**src/rtl/mips_fetch_stage_if.sv**
```systemverilog
// rtl/mips_fetch_stage_if.sv - instruction-memory read bus between fetch stage and imem
interface mips_fetch_stage_if #(
    parameter int IMEM_AW = 8
);
    logic [IMEM_AW-1:0] imem_addr;
    logic [31:0]        imem_rdata;

    // Fetch stage drives the word address and consumes the same-cycle read data.
    modport master (
        output imem_addr,
        input  imem_rdata
    );

    // Instruction memory answers the address combinationally.
    modport slave (
        input  imem_addr,
        output imem_rdata
    );
endinterface

```
**src/rtl/mips_fetch_stage.sv**
```systemverilog
// rtl/mips_fetch_stage.sv - MIPS instruction fetch stage with PC and IF/ID pipeline register
module mips_fetch_stage #(
    parameter logic [31:0] RESET_PC = 32'h0000_0000,
    parameter int          IMEM_AW  = 8
) (
    input  logic                clk,
    input  logic                rst,
    input  logic                stall,
    input  logic                redirect,
    input  logic [31:0]         redirect_target,
    mips_fetch_stage_if.master  imem,
    output logic [31:0]         pc,
    output logic [31:0]         if_id_instr,
    output logic [31:0]         if_id_pc_plus4,
    output logic                if_id_valid,
    output logic [15:0]         fetch_count
);

    logic [31:0] pc_plus4;
    logic [31:0] target_aligned;
    logic        accept;

    // The 32-bit add wraps naturally, so 32'hFFFF_FFFC steps to 0.
    assign pc_plus4       = pc + 32'd4;
    // Branch/jump destinations are always forced to a word boundary.
    assign target_aligned = redirect_target & 32'hFFFF_FFFC;
    // A new real instruction enters IF/ID only when nothing redirects or stalls.
    assign accept         = !redirect && !stall;

    // Unregistered word address: out-of-range PCs simply wrap by truncation.
    assign imem.imem_addr = pc[IMEM_AW+1:2];

    // PC register: reset, then redirect, then stall hold, then sequential advance.
    always_ff @(posedge clk) begin
        if (rst) begin
            pc <= RESET_PC;
        end else if (redirect) begin
            pc <= target_aligned;
        end else if (!stall) begin
            pc <= pc_plus4;
        end
    end

    // IF/ID latch: a redirect flushes to a bubble even when a stall is also requested.
    always_ff @(posedge clk) begin
        if (rst) begin
            if_id_instr    <= 32'h0;
            if_id_pc_plus4 <= 32'h0;
            if_id_valid    <= 1'b0;
        end else if (redirect) begin
            if_id_instr    <= 32'h0;
            if_id_pc_plus4 <= 32'h0;
            if_id_valid    <= 1'b0;
        end else if (!stall) begin
            if_id_instr    <= imem.imem_rdata;
            if_id_pc_plus4 <= pc_plus4;
            if_id_valid    <= 1'b1;
        end
    end

    // Saturating count of instructions accepted into IF/ID.
    always_ff @(posedge clk) begin
        if (rst) begin
            fetch_count <= 16'h0;
        end else if (accept && fetch_count != 16'hFFFF) begin
            fetch_count <= fetch_count + 16'd1;
        end
    end

endmodule

```
**src/flat_wrapper.sv**
```systemverilog
// flat-port wrapper written by rule: the top's interface ports become plain ports
module mips_fetch_stage_flat 
#(
    parameter logic [31:0] RESET_PC = 32'h0000_0000,
    parameter int          IMEM_AW  = 8
)
  (clk, rst, stall, redirect, redirect_target, pc, if_id_instr, if_id_pc_plus4, if_id_valid, fetch_count, imem_imem_addr, imem_imem_rdata);
  mips_fetch_stage_if #(.IMEM_AW(IMEM_AW)) imem_i ();
  input  logic clk;
  input  logic rst;
  input  logic stall;
  input  logic redirect;
  input  logic [31:0] redirect_target;
  output logic [31:0] pc;
  output logic [31:0] if_id_instr;
  output logic [31:0] if_id_pc_plus4;
  output logic if_id_valid;
  output logic [15:0] fetch_count;
  output wire logic [$bits(imem_i.imem_addr)-1:0] imem_imem_addr;
  input wire logic [$bits(imem_i.imem_rdata)-1:0] imem_imem_rdata;
  assign imem_imem_addr = imem_i.imem_addr;
  assign imem_i.imem_rdata = imem_imem_rdata;
  mips_fetch_stage #(.RESET_PC(RESET_PC), .IMEM_AW(IMEM_AW)) u_core (.clk(clk), .rst(rst), .stall(stall), .redirect(redirect), .redirect_target(redirect_target), .imem(imem_i), .pc(pc), .if_id_instr(if_id_instr), .if_id_pc_plus4(if_id_pc_plus4), .if_id_valid(if_id_valid), .fetch_count(fetch_count));
endmodule
```
**config.mk**
```make
export PLATFORM = sky130hd
export DESIGN_NAME = mips_fetch_stage_flat
export DESIGN_NICKNAME = d
export VERILOG_FILES = /design/src/rtl/mips_fetch_stage_if.sv /design/src/rtl/mips_fetch_stage.sv /design/src/flat_wrapper.sv
export SDC_FILE = /design/constraint.sdc
export NUM_CORES = 1
export LEC_CHECK = 0
export CELL_PAD_IN_SITES_DETAIL_PLACEMENT = 0
export CELL_PAD_IN_SITES_GLOBAL_PLACEMENT = 1
export CORE_AREA = 2 2 131 133
export DETAILED_ROUTE_END_ITERATION = 10
export DIE_AREA = 0 0 133 135
export PLACE_DENSITY = 0.85
export SLEW_MARGIN = 20
export SYNTH_ARGS = -nofsm -noshare
export SYNTH_HDL_FRONTEND = slang
export SYNTH_SLANG_ARGS = --single-unit
```
**constraint.sdc**
```tcl
create_clock -name clk -period 2.7 [get_ports clk]
set_clock_uncertainty 0.15 [all_clocks]
set_input_delay 0.675 -clock clk [delete_from_list [all_inputs] [get_ports clk]]
set_output_delay 0.675 -clock clk [all_outputs]
set_load 0.01 [all_outputs]
```
==> metrics.txt <==
post_cts resized=0; Initial Utilization=31.76%; outcome=finished, final reports clean; Post-Synth XOR/XNOR Area=10.76%; worst hold slack=0.3106 ns; port bufs=~180; Ports=189; maxcap violations=0; DR WL/cell=15.59 um; final setup TNS=0 ns; VDD IR-drop max=288.7 uV; share of the synthesized area in the top cell type=between 40% and 50%; detailed placement HPWL=11.37 mm; Synth area leaders=dfxtp_1, mux2i_1, xnor2_1; fraction of layout cells with a size suffix above 1=under 10%; CP Launch Type=register; Post-DP Area=between 0.007 and 0.008 mm2; number of diodes=0; number of enable flip-flop cells after synthesis=0; initial antenna violation count=0; Top Usage Layer GRT=met2; Slew Limit Fails=0; Die Ht=135 um; area grow syn2layout=44.20%; max_slew headroom=36.07%; crit share post-route=87.88%; GR Util met2=26.74%; area of the multi-input gates=0.002688 mm2; Synth top cells by count=dfxtp_1, nor2_1, a21oi_1, xnor2_1, mux2i_1; CTS tree=built; clock sink total=109; Total Routing Usage GR=between 10% and 20%; nets@finish=around 850; Final setup viols=0; Worst-path clk slew=0.08 ns; r2r setup slk=approximately 0.33 ns; CTS buffer count=9; DR DRC count=0; FMAX=421.4 MHz; met3 Usage GRT=approximately 4.2%; RSZ-0062 raised after global routing=no; CP endpoint kind=register; CP Class=reg -> reg; most common cell in the netlist=dfxtp_1; Tmin final=2.373 ns; DR iter-0 viols=262; Clock Latency Late Sink=0.35 ns; grt total ovfl=0; Synth area leader=dfxtp_1; mux cell area share after synthesis=~7.9%; Leak Pwr=0.002791 uW; root cell of the clock tree=clkbuf_16; Synth warnings=0; top_reg_cell synth=dfxtp_1; vias in the first global route=4589; final WL=15.65 mm; syn avg cell area=8.392 um2; DR vias=4770; Routed Antenna Nets=0; critical path peak fanout=10; Seq cells post-synth=about 110; compound-cell area share of the yosys netlist=11.55%; setup bufs post-CTS=0; first-pass GRT wire length=24.26 mm; die outline width=133 um; Seq/Total Area, Yosys=about two fifths; Reg area=0.002182 mm2; CP arrival=2.50 ns; largest family of logic cells by synthesized area=simple AND/OR/NAND/NOR gates; fillers=about 1600; post-synthesis async set-or-reset flop share=0%; Worst Tran Pin Value=0.9589 ns; Clock Path Buffers=2; pin count of the biggest net entering global routing=57; H-Tree Level Count=3; DR pass1 iterations=4; gpl congestion=0.8211; std cell rows=47; power per cell area=494.6 mW/mm2; Worst Hold Class=reg -> reg; Post-Synth Adder-Cell Area=less than 1%; CP Data Required Time=approximately 2.8 ns; cell area after synthesis=0.005211 mm2; met1 usage=22.69%; final hold viol count=0; Final Instance Area=0.007515 mm2; via-per-instance ratio=4.751; Synth cell types=44; core area=0.01641 mm2; die area=between 0.015 and 0.02 mm2; Synth Area in Simple Gates=between 20% and 30%; Cells after Synth=621; hold-fix buffers at CTS=0
[where the power goes]
| part | internal [uW] | switching (uW) | leakage [uW] |
|---|---|---|---|
| registers | 1670 | 65.4 | 0.000891 |
| clock network | 824 | 604 | 0.000159 |
| logic | 306 | 247 | 0.00174 |
| total | 2800 | 917 | 0.00279 |
[critical path: stages, from the launching register on]
cell and delay [ns]:
dfxtp_1 0.50, nand4_2 0.27, or3_1 0.55, nor4_1 0.57, nand3_1 0.15, o221ai_1 0.11
[layout by cell type, fill, tap and decap left out, types with 4 or more instances in the layout]
cell | Yosys | layout
clkdlybuf4s50_1 | 0 | 179
dfxtp_1 | 109 | 109
nor2_1 | 92 | 92
a21oi_1 | 49 | 49
xnor2_1 | 42 | 42
mux2i_1 | 41 | 41
nand2_1 | 30 | 30
o21ai_0 | 26 | 26
xor2_1 | 22 | 22
buf_4 | 12 | 22
nor3_1 | 21 | 21
inv_1 | 19 | 19
nand4_1 | 15 | 15
o21a_1 | 15 | 15
nand3_1 | 14 | 14
clkbuf_16 | 0 | 9
or3_1 | 8 | 8
nor4_1 | 7 | 7
and3_1 | 7 | 7
nor2b_1 | 6 | 6
a211oi_1 | 6 | 6
or4_1 | 5 | 5
conb_1 | 1 | 4
clkbuf_8 | 0 | 4
[logic make-up after synthesis]
group,Yosys count
simple gates,219
flops,109
compound gates,105
buf+inv,80
xor+xnor,64
mux,41
fa+ha+maj,2
other cells,1
[flip-flops by register name, summed over array words and instances, names as in the netlist]
register,flops
u_core.fetch_count,16
u_core.if_id_instr,32
u_core.if_id_pc_plus4,30
u_core.if_id_valid,1
u_core.pc,30
[routing by layer]
layer	wire length, um	share of wire, %	vias up
met2	7018	45	137
met3	1088	7.0	24
met1	7172	46	2203
met5	0	0	-
met4	374	2.4	0
li1	-	-	2406
[per-stage QoR]
| stage | total power, uW | util [%] | std cells | setup slack, ns |
|---|---|---|---|---|
| final | 3717 | 45.80 | 1004 | 0.3272 |
| after global routing | 3874 | 45.80 | 1004 | 0.1317 |
| after CTS | 3762 | 45.80 | 1004 | 0.3582 |
| after detailed placement | 2328 | 43.83 | 988 | 0.3698 |
| after global placement | 2321 | 43.83 | 988 | 0.4091 |
| after floorplan | 2027 | - | 624 | 0.4339 |
[area by class of cell]
cell class / instances / share of cell area [%]
Multi-Input combinational cell: 435 / 35.76
Sequential cell: 109 / 29.04
Timing Repair Buffer: 204 / 26.24
Clock buffer: 14 / 3.780
Tap cell: 220 / 3.663
Inverter: 20 / 0.9990
Clock inverter: 2 / 0.5162
[path summary, 6_finish.rpt]
check / from / end / cells after the start
worst max-delay path: u_core.pc[16] / u_core.pc[31] / 5
worst min-delay path: u_core.if_id_valid / u_core.if_id_valid / 2
worst max register to register: u_core.pc[16] / u_core.pc[31] / 5
worst min register to register: u_core.if_id_valid / u_core.if_id_valid / 2
Note: power is estimated with default switching activity, not from simulation.
